File: config.mk
export PLATFORM = sky130hd
export DESIGN_NAME = bus_map_ctrl
export DESIGN_NICKNAME = d
export VERILOG_FILES = /design/src/rtl/bus_map_pkg.sv /design/src/rtl/bus_addr_decoder.sv /design/src/rtl/bus_map_ctrl.sv
export SDC_FILE = /design/constraint.sdc
export NUM_CORES = 1
export LEC_CHECK = 0
export CAP_MARGIN = 20
export CORE_AREA = 4 4 109 111
export DETAILED_ROUTE_END_ITERATION = 7
export DIE_AREA = 0 0 113 115
export DONT_BUFFER_PORTS = 1
export MAX_ROUTING_LAYER = met4
export SLEW_MARGIN = 5
export SYNTH_ARGS = -nofsm -noshare
export SYNTH_HDL_FRONTEND = slang
export SYNTH_SLANG_ARGS = --single-unit
File: constraint.sdc
create_clock -name clk -period 6.45 [get_ports clk]
set_clock_uncertainty 0.2 [all_clocks]
set_input_delay 0.9675 -clock clk [delete_from_list [all_inputs] [get_ports clk]]
set_output_delay 0.9675 -clock clk [all_outputs]
set_load 0.02 [all_outputs]
File: src/rtl/bus_map_pkg.sv
// Shared definitions for the memory-map controller: FSM encoding, the default
// ROM/RAM/UART address map and the error-counter width.
package bus_map_pkg;

    typedef enum logic [1:0] {
        IDLE   = 2'd0,
        ACCESS = 2'd1,
        ERR    = 2'd2,
        RESP   = 2'd3
    } state_t;

    localparam logic [31:0] ROM_BASE  = 32'h0040_0000;
    localparam logic [31:0] ROM_MASK  = 32'hFFFF_FF00;
    localparam logic [31:0] RAM_BASE  = 32'h1001_0000;
    localparam logic [31:0] RAM_MASK  = 32'hFFFF_FF00;
    localparam logic [31:0] UART_BASE = 32'h1001_0100;
    localparam logic [31:0] UART_MASK = 32'hFFFF_FFF0;

    localparam int ERR_CNT_W = 16;

endpackage

File: src/rtl/bus_addr_decoder.sv
// Combinational base/mask decoder: reports a hit, a one-hot select and the
// slave-relative offset. The lowest-numbered matching slave wins.
module bus_addr_decoder
    import bus_map_pkg::*;
#(
    parameter int ADDR_WIDTH = 32,
    parameter int N_SLAVES   = 3
) (
    input  logic [ADDR_WIDTH-1:0]          i_addr,
    input  logic [N_SLAVES*ADDR_WIDTH-1:0] i_base,
    input  logic [N_SLAVES*ADDR_WIDTH-1:0] i_mask,
    output logic                           o_hit,
    output logic [N_SLAVES-1:0]            o_sel,
    output logic [ADDR_WIDTH-1:0]          o_offset
);

    always_comb begin
        o_hit    = 1'b0;
        o_sel    = '0;
        o_offset = '0;
        // Scan high to low so the lowest matching index overrides the rest.
        for (int k = N_SLAVES - 1; k >= 0; k--) begin
            if ((i_addr & i_mask[k*ADDR_WIDTH +: ADDR_WIDTH]) == i_base[k*ADDR_WIDTH +: ADDR_WIDTH]) begin
                o_hit    = 1'b1;
                o_sel    = '0;
                o_sel[k] = 1'b1;
                o_offset = i_addr & ~i_mask[k*ADDR_WIDTH +: ADDR_WIDTH];
            end
        end
    end

endmodule

File: src/rtl/bus_map_ctrl.sv
// Handshaked memory-map controller: decodes the master address onto N slaves,
// waits on slave ready, and answers unmapped/timed-out accesses with a bus error.
module bus_map_ctrl
    import bus_map_pkg::*;
#(
    parameter int DATA_WIDTH = 32,
    parameter int ADDR_WIDTH = 32,
    parameter int N_SLAVES   = 3,
    parameter logic [N_SLAVES*ADDR_WIDTH-1:0] SLAVE_BASE = {UART_BASE, RAM_BASE, ROM_BASE},
    parameter logic [N_SLAVES*ADDR_WIDTH-1:0] SLAVE_MASK = {UART_MASK, RAM_MASK, ROM_MASK},
    parameter int TIMEOUT    = 16
) (
    input  logic                           clk,
    input  logic                           rst,
    input  logic                           m_req,
    input  logic                           m_we,
    input  logic [ADDR_WIDTH-1:0]          m_addr,
    input  logic [DATA_WIDTH-1:0]          m_wdata,
    output logic                           m_ready,
    output logic [DATA_WIDTH-1:0]          m_rdata,
    output logic                           m_err,
    output logic [N_SLAVES-1:0]            s_sel,
    output logic                           s_we,
    output logic [ADDR_WIDTH-1:0]          s_addr,
    output logic [DATA_WIDTH-1:0]          s_wdata,
    input  logic [N_SLAVES*DATA_WIDTH-1:0] s_rdata,
    input  logic [N_SLAVES-1:0]            s_ready,
    output logic [ERR_CNT_W-1:0]           err_count
);

    localparam int WAIT_W = (TIMEOUT > 2) ? $clog2(TIMEOUT) : 1;
    localparam logic [WAIT_W-1:0] WAIT_LAST = WAIT_W'(TIMEOUT - 1);

    state_t                  r_state,     w_state_nxt;
    logic [WAIT_W-1:0]       r_wait,      w_wait_nxt;
    logic                    r_we,        w_we_nxt;
    logic                    r_m_ready,   w_m_ready_nxt;
    logic [DATA_WIDTH-1:0]   r_m_rdata,   w_m_rdata_nxt;
    logic                    r_m_err,     w_m_err_nxt;
    logic [N_SLAVES-1:0]     r_s_sel,     w_s_sel_nxt;
    logic                    r_s_we,      w_s_we_nxt;
    logic [ADDR_WIDTH-1:0]   r_s_addr,    w_s_addr_nxt;
    logic [DATA_WIDTH-1:0]   r_s_wdata,   w_s_wdata_nxt;
    logic [ERR_CNT_W-1:0]    r_err_count, w_err_count_nxt;

    logic                    w_dec_hit;
    logic [N_SLAVES-1:0]     w_dec_sel;
    logic [ADDR_WIDTH-1:0]   w_dec_offset;
    logic                    w_slv_ready;
    logic [DATA_WIDTH-1:0]   w_slv_rdata;

    bus_addr_decoder #(
        .ADDR_WIDTH (ADDR_WIDTH),
        .N_SLAVES   (N_SLAVES)
    ) u_dec (
        .i_addr   (m_addr),
        .i_base   (SLAVE_BASE),
        .i_mask   (SLAVE_MASK),
        .o_hit    (w_dec_hit),
        .o_sel    (w_dec_sel),
        .o_offset (w_dec_offset)
    );

    // Only the currently selected slave's ready and data are observed.
    always_comb begin
        w_slv_ready = 1'b0;
        w_slv_rdata = '0;
        for (int k = 0; k < N_SLAVES; k++) begin
            if (r_s_sel[k]) begin
                w_slv_ready = w_slv_ready | s_ready[k];
                w_slv_rdata = w_slv_rdata | s_rdata[k*DATA_WIDTH +: DATA_WIDTH];
            end
        end
    end

    always_comb begin
        w_state_nxt     = r_state;
        w_wait_nxt      = r_wait;
        w_we_nxt        = r_we;
        w_m_ready_nxt   = 1'b0;
        w_m_rdata_nxt   = r_m_rdata;
        w_m_err_nxt     = r_m_err;
        w_s_sel_nxt     = '0;
        w_s_we_nxt      = 1'b0;
        w_s_addr_nxt    = r_s_addr;
        w_s_wdata_nxt   = r_s_wdata;
        w_err_count_nxt = r_err_count;
        case (r_state)
            IDLE: begin
                if (m_req) begin
                    w_we_nxt      = m_we;
                    w_s_wdata_nxt = m_wdata;
                    if (w_dec_hit) begin
                        w_state_nxt  = ACCESS;
                        w_wait_nxt   = '0;
                        w_s_sel_nxt  = w_dec_sel;
                        w_s_we_nxt   = m_we;
                        w_s_addr_nxt = w_dec_offset;
                    end else begin
                        w_state_nxt  = ERR;
                    end
                end
            end
            ACCESS: begin
                // Ready is tested first so it wins over a same-cycle timeout.
                if (w_slv_ready) begin
                    w_state_nxt   = RESP;
                    w_m_rdata_nxt = w_slv_rdata;
                    w_m_err_nxt   = 1'b0;
                end else if (r_wait == WAIT_LAST) begin
                    w_state_nxt   = RESP;
                    w_m_rdata_nxt = '0;
                    w_m_err_nxt   = 1'b1;
                end else begin
                    w_wait_nxt    = r_wait + 1'b1;
                    w_s_sel_nxt   = r_s_sel;
                    w_s_we_nxt    = r_we;
                end
            end
            ERR: begin
                w_state_nxt   = RESP;
                w_m_rdata_nxt = '0;
                w_m_err_nxt   = 1'b1;
            end
            RESP: begin
                w_state_nxt   = IDLE;
                w_m_ready_nxt = 1'b1;
                if (r_m_err && (r_err_count != {ERR_CNT_W{1'b1}}))
                    w_err_count_nxt = r_err_count + 1'b1;
            end
            default: w_state_nxt = IDLE;
        endcase
    end

    always_ff @(posedge clk) begin
        if (rst) begin
            r_state     <= IDLE;
            r_wait      <= '0;
            r_we        <= 1'b0;
            r_m_ready   <= 1'b0;
            r_m_rdata   <= '0;
            r_m_err     <= 1'b0;
            r_s_sel     <= '0;
            r_s_we      <= 1'b0;
            r_s_addr    <= '0;
            r_s_wdata   <= '0;
            r_err_count <= '0;
        end else begin
            r_state     <= w_state_nxt;
            r_wait      <= w_wait_nxt;
            r_we        <= w_we_nxt;
            r_m_ready   <= w_m_ready_nxt;
            r_m_rdata   <= w_m_rdata_nxt;
            r_m_err     <= w_m_err_nxt;
            r_s_sel     <= w_s_sel_nxt;
            r_s_we      <= w_s_we_nxt;
            r_s_addr    <= w_s_addr_nxt;
            r_s_wdata   <= w_s_wdata_nxt;
            r_err_count <= w_err_count_nxt;
        end
    end

    assign m_ready   = r_m_ready;
    assign m_rdata   = r_m_rdata;
    assign m_err     = r_m_err;
    assign s_sel     = r_s_sel;
    assign s_we      = r_s_we;
    assign s_addr    = r_s_addr;
    assign s_wdata   = r_s_wdata;
    assign err_count = r_err_count;

endmodule

Word-level counts from Yosys, hierarchy flattened
Cells that the tools add are included.

Flip-flop bits (word level): 125. Bits in latches: 0. Bits in writable memories: 0. Memory bits (read-only): 0. Output and inout bits: 118. Logic and storage cells: 82. Memories: 0.

Add/sub/neg operators: 2. Multipliers: 0. Div/mod/pow operators: 0. Magnitude comparators: 0. Equal/unequal tests: 13. Shift operators: 0. Muxes and demuxes: 42. Bitwise operators: 4. Reductions and logical operators: 10.

Operators by type and width (number): 2-to-1 mux 32 bit (5); OR 32 bit (2); case mux 32 bit (2 select lines) (1); equality test 28 x 25 -> 1 bit (second input constant) (1); equality test 24 x 15 -> 1 bit (second input constant) (1); equality test 24 x 21 -> 1 bit (second input constant) (1); 2-to-1 mux 3 bit (7); 2-to-1 mux 4 bit (5); adder 16 x 1 -> 16 bit (second input constant) (1); 2-to-1 mux 8 bit (2); != test 16 bit (second input constant) (1); 2-to-1 mux 1 bit (13); 2-to-1 mux 2 bit (4); case mux 2 bit (4 select lines) (1); case mux 4 bit (2 select lines) (1); AND reduction 2 bit (4); != test 2 bit (second input constant) (3); case mux 3 bit (2 select lines) (1); AND reduction 5 bit (1); adder 4 x 1 -> 4 bit (second input constant) (1); equality test 2 bit (second input constant) (2); equality test 4 bit (second input constant) (1); case mux 1 bit (2 select lines) (2); nonzero test 2 bit (2); 7 further kinds (8).

Depth between registers and ports, before layout
Depth in word-level cells: 7. Mapped depth: 9. Depth with buffers taken out: 7.

By module
A second synthesis with hierarchy kept.

Cell total of the unflattened synthesis: 1027. Area, all modules: 8159.1 µm².

Modules (own cells, without submodules): bus_map_ctrl (times used 1, cells an instance 572, area each 4952.2 µm²); bus_addr_decoder (times used 1, cells an instance 455, area each 3206.8 µm²).

Worst setup path after synthesis
OpenSTA, ideal clock, no wires.

Kind: input to register. Start: input m_addr[5]. End: register r_wait[3]. Library setup time: 74 ps. Arrival: 2743 ps. Data required time: 6176 ps. Path slack: 3433 ps. Cell stages on the path: 5. Cell sequence: or4_1 -> o21a_1 -> or4_4 -> or4b_1 -> a31oi_1.

Cells in the longest elaborated chain, start to end: 6.

Ends and longest elaborated chain: start, declared (RTL line bus_map_ctrl.sv:17) `input logic [ADDR_WIDTH-1:0] m_addr,`; equality test 28 x 25 -> 1 bit (RTL line bus_addr_decoder.sv:23) `if ((i_addr & i_mask[k*ADDR_WIDTH +: ADDR_WIDTH]) == i_base[k*ADDR_WIDTH +: ADDR_WIDTH]) begin`; 2-to-1 mux 1 bit (3 in a row) (RTL line bus_addr_decoder.sv:23); != test 2 x 1 -> 1 bit (no line); AND reduction 5 bit (no line); end signal, assigned (RTL line bus_map_ctrl.sv:150) `r_wait <= w_wait_nxt;`; end, declared (RTL line bus_map_ctrl.sv:35) `logic [WAIT_W-1:0] r_wait, w_wait_nxt;`.

Every way passes these cells. A chain may end at the register's enable or synchronous reset.

Final worst setup path
Start: input m_addr[5]. End: register r_s_addr[7], in the netlist s_addr[7].

Cells in the longest elaborated chain, start to end: 5.

Ends and longest elaborated chain: equality test 28 x 25 -> 1 bit (RTL line bus_addr_decoder.sv:23); 2-to-1 mux 1 bit (3 in a row) (RTL line bus_addr_decoder.sv:23); AND reduction 3 bit (no line); end signal, assigned (RTL line bus_map_ctrl.sv:157) `r_s_addr <= w_s_addr_nxt;`; end, declared (RTL line bus_map_ctrl.sv:42) `logic [ADDR_WIDTH-1:0] r_s_addr, w_s_addr_nxt;`.

Every way passes these cells.

==> flow_summary.yaml <==
hold_path:
  whs_endpoint: "r_we$_SDFFE_PP0P_"
  min_path_type: "reg -> reg"
  min_from: "r_we$_SDFFE_PP0P_"
  hold_depth: 2
grt:
  grt_usage: 0.188
  grt.met3_usage: 0.0663
  gr-usage-met2: 0.306
  grt_pass1_wl_mm: 19.3
  grt_pass1_vias: 3798
  overflow: 0
  grt-busiest-layer: "met2"
  use_met1: 0.225
  antenna_found_initial: 0
  grt_max_degree: 99
clock_network:
  cts_root_buf: "clkbuf_8"
  post-cts-setup-buffer-count: 0
  cts_hold_buf: 0
  cts-resized-gates: 0
  cts.htree.levels: 3
  clock_latency_ns: 0.36
  cts_sinks: 101
  clockBufferDepth: 2
  numCtsBuffers: 9
  cts.clk_slew.worst_paths_ns: 0.09
  cts_tree: "yes"
power_and_ir_drop:
  power.share.clock: 0.294
  irDropWorstVdd_mv: 0.132
  p_int_uw: 973
  p_comb_frac: 0.191
  switchingPower_uw: 504
  leakagePower_nw: 1.62
  p_per_area_nw_per_um2: 308
  swShare: 0.341
  seq_power_share: 0.514
synth:
  ys.warnings.count: 0
  synthArstFlopShare: 0
  synth_edf_count: 0
  syn_avg_cell_area_um2: 8.13
  yosysSeqAreaShare: 0.443
  yosysUniqueCellTypes: 49
  synthCells: 562
  synth_area_um2: 4570
  ys.flop_type: "dfxtp_1"
  synth-seq-cells: 101
worst_setup_path:
  reg2reg_to: "m_err$_SDFFE_PP0P_"
  worst_setup_path_end_kind: "register"
  cp.required_ns: 6.49
  rrSetupSlack_ns: 3.57
  path_max_fanout: 7
  cp-start-kind: "input port"
  critPathKind: "in -> reg"
  r2r-start: "s_sel[0]$_SDFFE_PP0P_"
  arrival_ns: 2.97
  r2r_cells: 7
status:
  status: "complete, no violations"
detailed_routing:
  post_drt_wl_per_cell_um: 18.9
  drc_errors: 0
  first_pass_iters: 8
  ant_nets: 0
  drt_wl_total_mm: 12.9
  drt-initial-drc-count: 398
  routed_via_density: 5.88
  vias: 4021
sta:
  setup_tns_ns: 0
  rsz0062_at_grt: "no"
  setup_viol: 0
  worst_pin_slew_ns: 1.01
  slew_viol_final: 0
  final_hold_viol_count: 0
  maxSlewHeadroom: 0.323
  period_needed_ns: 2.92
  post-route-period-util: 0.453
  fmax_mhz: 342
place:
  gp_congestion: 0.814
  portBuffers: 0
  placed_area_um2: 4540
  hpwlAfterDp_mm: 9.39
floorplan:
  num_rows: 38
  core_area_um2: 10800
  io_pins: 285
  initial_core_util: 0.423
  fp.dieW_um: 113
  die_h_um: 115
  die-area_um2: 13000
final_layout:
  syn2layout_area_growth_pct: 4.85
  drive_above_1_share: 0.0496
  fin_area_um2: 4790
  antennaDiodeCount: 0
  nets: 712
flow_run:
  maxCapViolCount: 0
registers in the layout (all words and copies together) (netlist names):
signal     flops
m_rdata       32
s_we           1
s_addr         8
s_sel          3
m_ready        1
r_state        2
r_wait         4
s_wdata       32
m_err          1
err_count     16
r_we           1
cells in the mapped netlist (2+ instances only):
cell / instances / share of area
buf_4: 24 / 0.039
mux2i_1: 5 / 0.011
nand2b_1: 2 / 0.0027
or4_1: 2 / 0.0033
ha_1: 6 / 0.016
o2bb2ai_1: 4 / 0.0077
inv_1: 12 / 0.0099
nand3_1: 13 / 0.014
o32ai_1: 2 / 0.0038
nor2_1: 90 / 0.074
nand4_1: 8 / 0.011
dfxtp_1: 101 / 0.44
buf_2: 3 / 0.0033
a211oi_1: 7 / 0.012
clkbuf_1: 37 / 0.030
nand2_1: 77 / 0.063
and2_1: 2 / 0.0027
nand3b_1: 3 / 0.0049
o21a_1: 2 / 0.0033
a31oi_1: 2 / 0.0027
and3_1: 5 / 0.0068
nor3_1: 3 / 0.0033
a222oi_1: 33 / 0.072
a21oi_1: 74 / 0.081
xnor2_1: 12 / 0.023
nor2b_1: 2 / 0.0027
nor4_1: 9 / 0.012
per-stage QoR:
stage	setup WS, ns	hold slack [ns]	util	power [mW]	cells
6_report	3.53	0.256	0.444	1.48	684
5_1_grt	3.35	0.302	0.444	1.57	684
4_1_cts	3.39	0.258	0.440	1.50	682
3_5_place_dp	3.07	0.245	0.420	1.06	666
3_3_place_gp	3.08	0.240	0.420	1.05	666
2_1_floorplan	3.43	0.237	-	1.00	585
layout by cell type (no fill, tap or decap), types with 3 or more instances in the layout:
cell type  count
nor2_1        90
nand3_1       13
mux2i_1        5
clkbuf_8       9
and3_1         5
ha_1           6
a211oi_1       7
a222oi_1      33
buf_4          5
conb_1        24
nand4_1        8
a21oi_1       74
inv_1         12
nand3b_1       3
nor3_1         3
nor4_1         9
o2bb2ai_1      4
xnor2_1       12
nand2_1       77
dfxtp_1      101
power groups by stage:
| stage | logic, mW | clock network, mW | registers [mW] |
|---|---|---|---|
| 2_1_floorplan | 0.242 | 0 | 0.761 |
| 3_3_place_gp | 0.275 | 0 | 0.774 |
| 3_5_place_dp | 0.284 | 0 | 0.774 |
| 4_1_cts | 0.282 | 0.457 | 0.761 |
| 5_1_grt | 0.325 | 0.477 | 0.768 |
| 6_report | 0.283 | 0.435 | 0.760 |
critical path, stage by stage:
cell and delay [ns]:
or4_1 0.55, o21a_1 0.21, nor4b_2 0.83, nor2_1 0.22, o2bb2ai_1 0.19
routing by layer:
metal  routed length [um]  up-vias  part of all wire
li1                     -     1903                 -
met1                 5120     1887              0.40
met2                 6330      217              0.49
met3                 1330       14              0.10
met4                  150        0             0.012
met5                    0        -                 0
how the worst max path moves through the flow:
| stage | slack (ns) | from | depth (start not counted) | to |
|---|---|---|---|---|
| 2_1_floorplan | 3.43 | m_addr[5] | 5 | r_wait[3]$_SDFFE_PP0P_ |
| 4_1_cts | 3.39 | s_sel[0]$_SDFFE_PP0P_ | 6 | m_rdata[17]$_SDFFE_PP0P_ |
| 3_3_place_gp | 3.08 | s_ready[0] | 5 | m_rdata[27]$_SDFFE_PP0P_ |
| 6_report | 3.53 | m_addr[5] | 5 | s_addr[7]$_SDFFE_PP0P_ |
| 5_1_grt | 3.35 | s_sel[0]$_SDFFE_PP0P_ | 7 | m_err$_SDFFE_PP0P_ |
| 3_5_place_dp | 3.07 | s_ready[0] | 5 | m_rdata[17]$_SDFFE_PP0P_ |
final cells by class:
| type | count | area (um^2) |
|---|---|---|
| fill | 1092 | 6000 |
| multi-input combinational | 408 | 2260 |
| sequential | 101 | 2020 |
| tap | 140 | 175 |
| clock buffer | 10 | 128 |
| clock inverter | 6 | 86.3 |
| timing repair buffer | 7 | 76.3 |
| inverter | 12 | 45.0 |
cell families (layout without fill, tap and decap cells):
group,count (synthesis),in the layout,synth area share
mux,6,6,0.0134
fa+ha+maj,6,6,0.0164
compound gates,136,136,0.203
xor+xnor,12,12,0.0230
buf+inv,76,35,0.0830
other cells,1,24,0.000821
flops,101,101,0.443
simple gates,224,224,0.217
No activity file was read; power rests on OpenSTA's default activity.
